[config.mk]
export PLATFORM = sky130hd
export DESIGN_NAME = pipe_redirect_ctrl_flat
export DESIGN_NICKNAME = d
export VERILOG_FILES = /design/src/rtl/pipe_redirect_if.sv /design/src/rtl/pipe_redirect_ctrl.sv /design/src/flat_wrapper.sv
export SDC_FILE = /design/constraint.sdc
export NUM_CORES = 1
export LEC_CHECK = 0
export ABC_AREA = 1
export CAP_MARGIN = 20
export CELL_PAD_IN_SITES_DETAIL_PLACEMENT = 1
export CELL_PAD_IN_SITES_GLOBAL_PLACEMENT = 2
export CORE_ASPECT_RATIO = 1.75
export CORE_MARGIN = 8
export CORE_UTILIZATION = 25
export CTS_CLUSTER_DIAMETER = 30
export DETAILED_ROUTE_END_ITERATION = 7
export GPL_ROUTABILITY_DRIVEN = 0
export PLACE_DENSITY_LB_ADDON = 0.08
export SLEW_MARGIN = 25
export SYNTH_ARGS = -nofsm -noshare
export SYNTH_HDL_FRONTEND = slang
export SYNTH_SLANG_ARGS = --single-unit
[constraint.sdc]
create_clock -name clk -period 3.2 [get_ports clk]
set_clock_uncertainty 0.05 [all_clocks]
set_input_delay 0.32 -clock clk [delete_from_list [all_inputs] [get_ports clk]]
set_output_delay 0.32 -clock clk [all_outputs]
set_load 0.01 [all_outputs]
[src/rtl/pipe_redirect_if.sv]
// Handshake bundle between the redirect controller and EX/ID/IF/BP-table.
// master = controller side, slave = pipeline/environment side.
interface pipe_redirect_if #(
  parameter int unsigned REG_SZ   = 32,
  parameter int unsigned BP_TAG_W = 10
);
  logic                ex_jp_req;
  logic [REG_SZ-1:0]   ex_jp_pc;
  logic                ex_jp_ack;
  logic                id_jp_req;
  logic [REG_SZ-1:0]   id_jp_pc;
  logic                id_jp_ack;
  logic                if_pc_we;
  logic [REG_SZ-1:0]   if_pc;
  logic                if_pc_ack;
  logic                flush_ifid;
  logic                flush_idex;
  logic                bpu_req;
  logic [BP_TAG_W-1:0] bpu_tag;
  logic                bpu_t;
  logic                bpu_ack;
  logic                bp_we;
  logic [BP_TAG_W-1:0] bp_tag;
  logic                bp_t;
  logic                bp_wack;

  modport master (
    input  ex_jp_req, ex_jp_pc, id_jp_req, id_jp_pc, if_pc_ack,
    input  bpu_req, bpu_tag, bpu_t, bp_wack,
    output ex_jp_ack, id_jp_ack, if_pc_we, if_pc, flush_ifid, flush_idex,
    output bpu_ack, bp_we, bp_tag, bp_t
  );

  modport slave (
    output ex_jp_req, ex_jp_pc, id_jp_req, id_jp_pc, if_pc_ack,
    output bpu_req, bpu_tag, bpu_t, bp_wack,
    input  ex_jp_ack, id_jp_ack, if_pc_we, if_pc, flush_ifid, flush_idex,
    input  bpu_ack, bp_we, bp_tag, bp_t
  );
endinterface

[src/rtl/pipe_redirect_ctrl.sv]
// Redirect/flush sequencer (IDLE -> FLUSH -> ISSUE) plus a circular BP-update queue.
// Define REDIRECT_STATS_EN to add saturating stat_redir/stat_preempt counter ports.
module pipe_redirect_ctrl #(
  parameter int unsigned REG_SZ    = 32,
  parameter int unsigned BP_TAG_W  = 10,
  parameter int unsigned BPQ_DEPTH = 2
) (
  input  logic            clk,
  input  logic            rst,
  pipe_redirect_if.master ctrl_io,
  output logic            busy
`ifdef REDIRECT_STATS_EN
  ,
  output logic [31:0]     stat_redir,
  output logic [15:0]     stat_preempt
`endif
);

  localparam int unsigned PtrW = (BPQ_DEPTH > 1) ? $clog2(BPQ_DEPTH) : 1;
  localparam int unsigned CntW = $clog2(BPQ_DEPTH + 1);

  typedef enum logic [1:0] {StIdle, StFlush, StIssue} state_e;

  state_e            state_q, state_d;
  logic              src_ex_q, src_ex_d;
  logic [REG_SZ-1:0] pc_q, pc_d;
  logic              ex_ack_q, ex_ack_d;
  logic              id_ack_q, id_ack_d;
  logic              flush_ifid_q, flush_ifid_d;
  logic              flush_idex_q, flush_idex_d;
  logic              pc_we_q, pc_we_d;
  logic              preempt, issue_done;

  // Entry layout: {taken, tag}
  logic [BP_TAG_W:0] mem_q [BPQ_DEPTH];
  logic [BP_TAG_W:0] mem_d [BPQ_DEPTH];
  logic [PtrW-1:0]   wr_ptr_q, wr_ptr_d;
  logic [PtrW-1:0]   rd_ptr_q, rd_ptr_d;
  logic [CntW-1:0]   cnt_q, cnt_d;
  logic              q_full, q_empty, q_push, q_pop;

`ifdef REDIRECT_STATS_EN
  logic [31:0] stat_redir_q, stat_redir_d;
  logic [15:0] stat_preempt_q, stat_preempt_d;
`endif

  // An older EX redirect overrides an in-flight ID redirect at any point before IF accepts it.
  assign preempt    = (state_q != StIdle) && !src_ex_q && ctrl_io.ex_jp_req;
  assign issue_done = (state_q == StIssue) && pc_we_q && ctrl_io.if_pc_ack && !preempt;

  always_comb begin
    state_d      = state_q;
    src_ex_d     = src_ex_q;
    pc_d         = pc_q;
    ex_ack_d     = 1'b0;
    id_ack_d     = 1'b0;
    flush_ifid_d = 1'b0;
    flush_idex_d = 1'b0;
    pc_we_d      = 1'b0;
    unique case (state_q)
      StIdle: begin
        if (ctrl_io.ex_jp_req) begin
          pc_d     = ctrl_io.ex_jp_pc;
          src_ex_d = 1'b1;
          ex_ack_d = 1'b1;
          state_d  = StFlush;
        end else if (ctrl_io.id_jp_req) begin
          pc_d     = ctrl_io.id_jp_pc;
          src_ex_d = 1'b0;
          id_ack_d = 1'b1;
          state_d  = StFlush;
        end
      end
      StFlush: begin
        if (preempt) begin
          pc_d     = ctrl_io.ex_jp_pc;
          src_ex_d = 1'b1;
          ex_ack_d = 1'b1;
        end else begin
          flush_ifid_d = 1'b1;
          flush_idex_d = src_ex_q;
          state_d      = StIssue;
        end
      end
      StIssue: begin
        if (preempt) begin
          pc_d     = ctrl_io.ex_jp_pc;
          src_ex_d = 1'b1;
          ex_ack_d = 1'b1;
          state_d  = StFlush;
        end else if (issue_done) begin
          state_d = StIdle;
        end else begin
          pc_we_d = 1'b1;
        end
      end
      default: state_d = StIdle;
    endcase
  end

  // Full is judged on the pre-pop count, so a push into a full queue is refused even on a pop.
  assign q_full  = (cnt_q == CntW'(BPQ_DEPTH));
  assign q_empty = (cnt_q == '0);
  assign q_push  = ctrl_io.bpu_req && !q_full;
  assign q_pop   = ctrl_io.bp_wack && !q_empty;

  always_comb begin
    mem_d    = mem_q;
    wr_ptr_d = wr_ptr_q;
    rd_ptr_d = rd_ptr_q;
    cnt_d    = cnt_q;
    if (q_push) begin
      mem_d[wr_ptr_q] = {ctrl_io.bpu_t, ctrl_io.bpu_tag};
      wr_ptr_d        = wr_ptr_q + PtrW'(1);
    end
    if (q_pop) begin
      rd_ptr_d = rd_ptr_q + PtrW'(1);
    end
    if (q_push && !q_pop) begin
      cnt_d = cnt_q + CntW'(1);
    end else if (q_pop && !q_push) begin
      cnt_d = cnt_q - CntW'(1);
    end
  end

`ifdef REDIRECT_STATS_EN
  always_comb begin
    stat_redir_d   = stat_redir_q;
    stat_preempt_d = stat_preempt_q;
    if (issue_done && (stat_redir_q != '1)) begin
      stat_redir_d = stat_redir_q + 32'd1;
    end
    if (preempt && (stat_preempt_q != '1)) begin
      stat_preempt_d = stat_preempt_q + 16'd1;
    end
  end
`endif

  always_ff @(posedge clk or posedge rst) begin
    if (rst) begin
      state_q        <= StIdle;
      src_ex_q       <= 1'b0;
      pc_q           <= '0;
      ex_ack_q       <= 1'b0;
      id_ack_q       <= 1'b0;
      flush_ifid_q   <= 1'b0;
      flush_idex_q   <= 1'b0;
      pc_we_q        <= 1'b0;
      mem_q          <= '{default: '0};
      wr_ptr_q       <= '0;
      rd_ptr_q       <= '0;
      cnt_q          <= '0;
`ifdef REDIRECT_STATS_EN
      stat_redir_q   <= '0;
      stat_preempt_q <= '0;
`endif
    end else begin
      state_q        <= state_d;
      src_ex_q       <= src_ex_d;
      pc_q           <= pc_d;
      ex_ack_q       <= ex_ack_d;
      id_ack_q       <= id_ack_d;
      flush_ifid_q   <= flush_ifid_d;
      flush_idex_q   <= flush_idex_d;
      pc_we_q        <= pc_we_d;
      mem_q          <= mem_d;
      wr_ptr_q       <= wr_ptr_d;
      rd_ptr_q       <= rd_ptr_d;
      cnt_q          <= cnt_d;
`ifdef REDIRECT_STATS_EN
      stat_redir_q   <= stat_redir_d;
      stat_preempt_q <= stat_preempt_d;
`endif
    end
  end

  assign ctrl_io.ex_jp_ack  = ex_ack_q;
  assign ctrl_io.id_jp_ack  = id_ack_q;
  assign ctrl_io.if_pc_we   = pc_we_q;
  assign ctrl_io.if_pc      = pc_q;
  assign ctrl_io.flush_ifid = flush_ifid_q;
  assign ctrl_io.flush_idex = flush_idex_q;
  assign ctrl_io.bpu_ack    = q_push;
  assign ctrl_io.bp_we      = !q_empty;
  assign ctrl_io.bp_tag     = mem_q[rd_ptr_q][BP_TAG_W-1:0];
  assign ctrl_io.bp_t       = mem_q[rd_ptr_q][BP_TAG_W];
  assign busy               = (state_q != StIdle);

`ifdef REDIRECT_STATS_EN
  assign stat_redir   = stat_redir_q;
  assign stat_preempt = stat_preempt_q;
`endif

endmodule

[src/flat_wrapper.sv]
// flat-port wrapper written by rule: the top's interface ports become plain ports
module pipe_redirect_ctrl_flat 
#(
  parameter int unsigned REG_SZ    = 32,
  parameter int unsigned BP_TAG_W  = 10,
  parameter int unsigned BPQ_DEPTH = 2
)
  (clk, rst, busy, ctrl_io_ex_jp_req, ctrl_io_ex_jp_pc, ctrl_io_id_jp_req, ctrl_io_id_jp_pc, ctrl_io_if_pc_ack, ctrl_io_bpu_req, ctrl_io_bpu_tag, ctrl_io_bpu_t, ctrl_io_bp_wack, ctrl_io_ex_jp_ack, ctrl_io_id_jp_ack, ctrl_io_if_pc_we, ctrl_io_if_pc, ctrl_io_flush_ifid, ctrl_io_flush_idex, ctrl_io_bpu_ack, ctrl_io_bp_we, ctrl_io_bp_tag, ctrl_io_bp_t);
  pipe_redirect_if #(.REG_SZ(REG_SZ), .BP_TAG_W(BP_TAG_W)) ctrl_io_i ();
  input  logic clk;
  input  logic rst;
  output logic busy;
  input wire logic [$bits(ctrl_io_i.ex_jp_req)-1:0] ctrl_io_ex_jp_req;
  input wire logic [$bits(ctrl_io_i.ex_jp_pc)-1:0] ctrl_io_ex_jp_pc;
  input wire logic [$bits(ctrl_io_i.id_jp_req)-1:0] ctrl_io_id_jp_req;
  input wire logic [$bits(ctrl_io_i.id_jp_pc)-1:0] ctrl_io_id_jp_pc;
  input wire logic [$bits(ctrl_io_i.if_pc_ack)-1:0] ctrl_io_if_pc_ack;
  input wire logic [$bits(ctrl_io_i.bpu_req)-1:0] ctrl_io_bpu_req;
  input wire logic [$bits(ctrl_io_i.bpu_tag)-1:0] ctrl_io_bpu_tag;
  input wire logic [$bits(ctrl_io_i.bpu_t)-1:0] ctrl_io_bpu_t;
  input wire logic [$bits(ctrl_io_i.bp_wack)-1:0] ctrl_io_bp_wack;
  output wire logic [$bits(ctrl_io_i.ex_jp_ack)-1:0] ctrl_io_ex_jp_ack;
  output wire logic [$bits(ctrl_io_i.id_jp_ack)-1:0] ctrl_io_id_jp_ack;
  output wire logic [$bits(ctrl_io_i.if_pc_we)-1:0] ctrl_io_if_pc_we;
  output wire logic [$bits(ctrl_io_i.if_pc)-1:0] ctrl_io_if_pc;
  output wire logic [$bits(ctrl_io_i.flush_ifid)-1:0] ctrl_io_flush_ifid;
  output wire logic [$bits(ctrl_io_i.flush_idex)-1:0] ctrl_io_flush_idex;
  output wire logic [$bits(ctrl_io_i.bpu_ack)-1:0] ctrl_io_bpu_ack;
  output wire logic [$bits(ctrl_io_i.bp_we)-1:0] ctrl_io_bp_we;
  output wire logic [$bits(ctrl_io_i.bp_tag)-1:0] ctrl_io_bp_tag;
  output wire logic [$bits(ctrl_io_i.bp_t)-1:0] ctrl_io_bp_t;
  assign ctrl_io_i.ex_jp_req = ctrl_io_ex_jp_req;
  assign ctrl_io_i.ex_jp_pc = ctrl_io_ex_jp_pc;
  assign ctrl_io_i.id_jp_req = ctrl_io_id_jp_req;
  assign ctrl_io_i.id_jp_pc = ctrl_io_id_jp_pc;
  assign ctrl_io_i.if_pc_ack = ctrl_io_if_pc_ack;
  assign ctrl_io_i.bpu_req = ctrl_io_bpu_req;
  assign ctrl_io_i.bpu_tag = ctrl_io_bpu_tag;
  assign ctrl_io_i.bpu_t = ctrl_io_bpu_t;
  assign ctrl_io_i.bp_wack = ctrl_io_bp_wack;
  assign ctrl_io_ex_jp_ack = ctrl_io_i.ex_jp_ack;
  assign ctrl_io_id_jp_ack = ctrl_io_i.id_jp_ack;
  assign ctrl_io_if_pc_we = ctrl_io_i.if_pc_we;
  assign ctrl_io_if_pc = ctrl_io_i.if_pc;
  assign ctrl_io_flush_ifid = ctrl_io_i.flush_ifid;
  assign ctrl_io_flush_idex = ctrl_io_i.flush_idex;
  assign ctrl_io_bpu_ack = ctrl_io_i.bpu_ack;
  assign ctrl_io_bp_we = ctrl_io_i.bp_we;
  assign ctrl_io_bp_tag = ctrl_io_i.bp_tag;
  assign ctrl_io_bp_t = ctrl_io_i.bp_t;
  pipe_redirect_ctrl #(.REG_SZ(REG_SZ), .BP_TAG_W(BP_TAG_W), .BPQ_DEPTH(BPQ_DEPTH)) u_core (.clk(clk), .rst(rst), .ctrl_io(ctrl_io_i), .busy(busy));
endmodule
==> results.txt, run 1 <==
Initial antenna violation count: 0
Mapped Nets: 483
Wirelength per Cell: 14.0 um
Reg-to-reg startpoint: u_core.state_q[0]$_DFFE_PP0P_
Maximum VDD drop: 302 uV
Share of the synthesized area in the top cell type: 51.4%
Core Region: 12700 um^2
Hold Violations, Final: 0
Yosys warnings: 0
Cell repeated most along the worst path: nand2_1
Fin crit period: 2.42 ns
Hold_buf cts: 0
Unrepaired setup endpoints after global routing: no
Starting density of the core: 25.2%
Multi-input combinational cell area: 1230 um^2
DR DRC count: 0
Routed vias/inst: 4.24
Die area: 16900 um^2
Worst stage delay on the critical path: 0.55 ns
Synthesized area: 3210 um^2
Post-CTS setup buffers: 0
Max-cap violation count: 0
P&R area growth vs syn: 54.5%
Comb power frac: 50.4%
Fill cells: 1528
FF/Latch Area: 1650 um^2
Power share of the clock group: 19.2%
Mapped Cells: 395
Rel. slew slack: 54.0%
Num CTS Buffers: 9
CTS Root Buffer Type: clkbuf_16
Ports: 133
Status: finished clean
Post-CTS resize count: 0
CP Launch Point: u_core.rd_ptr_q$_DFFE_PP0P_
Share of layout cells above drive strength 1: 6.84%
Rows: 55
Vias in the first global route: 3203
Delay-heaviest family, CP: buffers and inverters
Seq cells post-synth: 66
Final #Nets: 610
Unique cell type count in the Yosys netlist: 22
Ant. Diodes: 0
WP buf/inv: 2
Int Pwr: 3.06 mW
CP Cell Sequence: inv_1 > nand2_1 > nand2_1 > clkdlybuf4s50_1
DRT Wirelength: 9780 um
WS Path Type: flop to primary output
Hold Crit Class: input port to asynchronous set/reset pin
Worst Path Arrival: 2.05 ns
CP startpoint kind: flop
Worst-Margin Slew: 0.689 ns
CP endpoint kind: primary output
Max-slew violation count: 0
Setup TNS: 0 ns
Leakage: 2.33 nW
Sw Pwr: 1.95 mW
Die height: 166 um
Routed Antenna Nets: 0
Sw frac: 39.0%
Total GRT Usage: 12.4%
Sequential fraction of the synthesis area: 51.4%
Crit Path Max Fanout: 12
Vias: 2953
PD cells: 1010 nW/um^2
Tcrit/Tclk final: 75.7%
Syn Area/Cell: 8.14 um^2
Finish-stage setup viols: 0
First-pass GRT wire length: 16300 um
H-Tree Depth: 3
PortBufs: 132
Critical Path Slowest Stage Cell: dfrtp_1
Clk Latency, worst-skew pair: 0.33 ns
First drt pass iteration count: 4
Worst-path clk slew: 0.06 ns
Register share of total power: 30.3%
DRT iter0 DRCs: 71
Largest net degree at the start of global routing: 46
CTS tree: built
GRT overflow: 0
Die Wd: 102 um
Clk sinks: 66
HPWL after DPL: 7650 um
Maximum clock insertion buffer count: 2
R2R Setup Slk: 1.20 ns
Synth area leaders: dfrtp_1 (51%), nand2_1 (16%), o21ai_0 (8.9%), inv_1 (6.5%), o21ai_2 (3.5%)
Worst endpoint required time: 2.83 ns
Fin util: 39.0%
Fmax: 0.413 GHz
Largest area contributor in the netlist: dfrtp_1
state kept, by name (all words and copies together) (netlist names), 2 cells and up:
name and count:
u_core.mem_q 22, u_core.state_q 2, u_core.cnt_q 2, u_core.ctrl_io.if_pc 32
placed cells by master, fill, tap and decap left out, drive strengths merged:
cell type,synthesis,routed
xor2,3,3
xnor2,1,1
clkbuf,6,12
nor3b,1,1
bufinv,0,1
nor2,5,5
a21boi,1,1
buf,14,4
a21oi,4,4
nand2,140,140
inv,56,56
clkinv,0,2
dfrtp,66,66
ha,6,6
nand4,1,1
clkdlybuf4s50,0,132
nand3,3,3
o21ai,88,88
per-stage QoR:
stage	power (mW)	hold WS [ns]	instance area, um^2	cells	worst slack [ns]
after floorplan	3.05	0.340	3210	395	1.18
after global placement	4.07	0.409	4680	682	1.08
after detailed placement	4.15	0.419	4680	682	1.07
after CTS	5.15	0.392	4970	697	0.699
after global routing	5.47	0.425	4970	697	0.573
final	5.01	0.369	4970	697	0.777
area by class of cell:
cell class | count | share of cell area (%)
Sequential cell | 66 | 33.3
Timing Repair Buffer | 136 | 27.7
Multi-Input combinational cell | 253 | 24.7
Clock buffer | 12 | 4.96
Tap cell | 171 | 4.31
Inverter | 56 | 4.23
Clock inverter | 3 | 0.806
cell usage after synthesis:
master	instances
o21ai_1	18
a21oi_1	3
a21boi_4	1
nand2_2	1
buf_6	6
nor2_2	1
xor2_1	3
dfrtp_1	66
buf_4	1
a21oi_2	1
xnor2_1	1
nor2_1	4
nand3_1	3
o21ai_2	13
inv_1	56
o21ai_0	57
ha_1	6
nand2_1	139
buf_2	7
nand4_1	1
clkbuf_1	6
nor3b_1	1
cells by family (layout without fill, tap and decap cells):
group                      Yosys count  in the layout  share of synthesized area, %
and+or+nand+nor                    150            150                          18.0
AOI/OAI and AO/OA                   93             93                          16.5
buffers and inverters               76            207                          10.7
DFF                                 66             66                          51.4
adders and majority gates            6              6                          2.34
xor gates and xnor gates             4              4                          1.09
power by group through the flow:
stage	combinational, mW	clock, mW	sequential [mW]
after floorplan	1.47	0	1.58
after global placement	2.55	0	1.52
after detailed placement	2.61	0	1.53
after CTS	2.62	0.998	1.53
after global routing	2.86	1.03	1.58
final	2.53	0.965	1.52
final timing paths:
check | to | cells after the start
hold reg to reg | u_core.ctrl_io.if_pc[31]$_DFFE_PP0P_ | 2
setup reg to reg | u_core.ctrl_io.if_pc[24]$_DFFE_PP0P_ | 7
setup / recovery | ctrl_io_bp_tag[4] | 4
hold / removal | u_core.ctrl_io.id_jp_ack$_DFF_PP0_ | 2
max in group asynchronous | u_core.ctrl_io.if_pc[3]$_DFFE_PP0P_ | 3
min in group clk | u_core.ctrl_io.if_pc[31]$_DFFE_PP0P_ | 2
per-layer routing:
| metal | up-vias | wire [um] | share of wire (%) | track usage, % |
|---|---|---|---|---|
| li1 | 1473 | - | - | - |
| met1 | 1395 | 3600 | 37 | 12.6 |
| met2 | 77 | 5200 | 53 | 21.6 |
| met3 | 8 | 844 | 8.6 | 5.50 |
| met4 | 0 | 134 | 1.4 | 4.31 |
| met5 | - | 0 | 0 | 0 |
Power figures use the tool's default switching activity.
==> inputs of run 2 (changes only) <==
- CORE_UTILIZATION: 25 -> 23
- clock period: 3.2 -> 2.3 ns (I/O delays scaled with it)
==> results.txt, run 2 (synthesis gave the netlist of run 1 again) <==
Hold Violations, Final: 0 (unchanged)
Post-route cell area: 5030 um^2 (+1.3%)
Clk Latency, worst-skew pair: 0.33 ns (about the same)
First drt pass iteration count: 4 (unchanged)
WP depth: 4 (unchanged)
Fmax: 0.480 GHz
Worst-Margin Slew: 0.734 ns (+0.0453 ns)
Num CTS Buffers: 9 (unchanged)
Fin crit period: 2.08 ns
Placement Cell Area: 4700 um^2 (+0.48%)
Die height: 172 um (+3.8%)
FF-to-FF path depth: 9 (+2)
DR DRC count: 0 (unchanged)
Register share of total power: 29.0% (-1.3 points)
Largest net degree at the start of global routing: 66 (+43%)
Initial antenna violation count: 0 (unchanged)
CTS Root Buffer Type: clkbuf_16
Max reg flops: 32 (unchanged)
Delay-heaviest family, CP: buffers and inverters
Sw frac: 38.6% (-0.38 points)
DRT Wirelength: 10300 um (+5.5%)
Post-CTS setup buffers: 0 (unchanged)
Hold_buf cts: 0 (unchanged)
Reg-to-reg startpoint: u_core.state_q[0]$_DFFE_PP0P_
Max-slew violation count: 0 (unchanged)
Power share of the clock group: 20.6% (+1.4 points)
CP Cell Sequence: inv_1 > ha_1 > inv_1 > clkdlybuf4s50_1
Unrepaired setup endpoints after global routing: no
Ports: 133 (unchanged)
GRT overflow: 0 (unchanged)
Worst endpoint required time: 2.02 ns (-0.81 ns)
Crit Path Max Fanout: 5 (-7)
Int Pwr: 4.43 mW (+45%)
Cell repeated most along the worst path: inv_1
Tcrit/Tclk final: 90.6%
Critical Path Slowest Stage Cell: clkdlybuf4s50_1
Rows: 57 (+3.6%)
Most common cell after layout, fill and taps aside: nand2_1
Die Wd: 105 um (+3.6%)
Setup TNS: 0 ns (unchanged)
Worst Path Arrival: 1.80 ns (-0.25 ns)
Routed vias/inst: 4.14 (-2.2%)
Sw Pwr: 2.79 mW (+43%)
Maximum VDD drop: 503 uV (+66%)
PortBufs: 132 (unchanged)
CP startpoint kind: flop
Comb power frac: 50.4% (about the same)
Wirelength per Cell: 14.6 um (+4.2%)
Routed Antenna Nets: 0 (unchanged)
Worst-path clk slew: 0.06 ns (about the same)
Die area: 18200 um^2 (+7.6%)
Setup WS post-layout: 0.217 ns (-0.560 ns)
First-pass GRT wire length: 16900 um (+3.7%)
CP Launch Point: u_core.state_q[0]$_DFFE_PP0P_
Max-cap violation count: 0 (unchanged)
Final #Nets: 612 (+0.33%)
H-Tree Depth: 3 (unchanged)
CTS tree: built
Dpl ws: 0.359 ns (-0.706 ns)
Starting density of the core: 23.4% (-1.9 points)
Finish-stage setup viols: 0 (unchanged)
WS Path Type: flop to primary output
Clk sinks: 66 (unchanged)
Worst stage delay on the critical path: 0.55 ns (about the same)
Tot Pwr: 7.22 mW (+44%)
DRT iter0 DRCs: 79 (+11%)
PD cells: 1440 nW/um^2 (+42%)
Hold Crit Class: input port to asynchronous set/reset pin
Post-CTS resize count: 0 (unchanged)
Commonest non-fill, non-tap cells in the layout: nand2_1 (139), clkdlybuf4s50_1 (132), dfrtp_1 (66)
CP endpoint kind: primary output
Status: finished clean
Vias: 2926 (-0.91%)
Leakage: 2.35 nW (+0.96%)
Share of layout cells above drive strength 1: 7.75% (+0.91 points)
Ant. Diodes: 0 (unchanged)
WP buf/inv: 3 (+1)
Maximum clock insertion buffer count: 2 (unchanged)
HPWL after DPL: 8160 um (+6.7%)
Core Region: 13800 um^2 (+8.1%)
Total GRT Usage: 12.0% (-0.38 points)
P&R area growth vs syn: 56.5%
Vias in the first global route: 3197 (-0.19%)
Rel. slew slack: 50.9% (-3.1 points)
[run 2: cell count changes in the layout (fill, tap and decap cells not counted), sizes merged]
cell      delta
clkinvlp     +2
inv          +1
clkinv       -1
buf          +2
clkbuf       -2
bufinv       +1
[run 2: area by class of cell]
type	count	area, um^2
flip-flops and latches	66	1650
multi-input cells	253	1230
repair buffers	138	1390
inverters	56	210
fillers	1614	8730
clock buffers	10	239
well taps	177	221
clock inverters	6	88.8
[run 2: worst paths after layout]
kind,to,slack (ns)
max,busy,0.22
min,u_core.ctrl_io.id_jp_ack$_DFF_PP0_,0.26
max reg2reg,u_core.ctrl_io.if_pc[11]$_DFFE_PP0P_,0.46
min reg2reg,u_core.cnt_q[0]$_DFFE_PP0P_,0.43
max in group asynchronous,u_core.mem_q[11]$_DFFE_PP0P_,1.57
min in group clk,u_core.cnt_q[0]$_DFFE_PP0P_,0.43
[run 2: routing by layer]
metal	track usage, %	share of wire [%]	vias up
li1	-	-	1481
met2	21.6	55	84
met4	4.31	1.1	0
met5	0	0	-
met3	5.60	9.3	7
met1	11.8	35	1354
[run 2: power by group through the flow]
stage	logic, mW	registers [mW]	clock network, mW
after floorplan	2.04	2.20	0
after global routing	4.13	2.17	1.60
after detailed placement	3.75	2.11	0
final	3.64	2.09	1.49
after global placement	3.68	2.09	0
after CTS	3.77	2.10	1.56
[run 2: stage by stage]
stage | cells | hold WS, ns | util (%)
6_report | 706 | 0.261 | 36.5
5_1_grt | 706 | 0.314 | 36.5
4_1_cts | 706 | 0.277 | 36.5
3_5_place_dp | 690 | 0.418 | 34.2
3_3_place_gp | 690 | 0.412 | 34.2
2_1_floorplan | 395 | 0.250 | -
[run 2: worst min-delay path, delay by kind of cell]
kind	cells	cell delay, ns
buf+inv	3	0.83
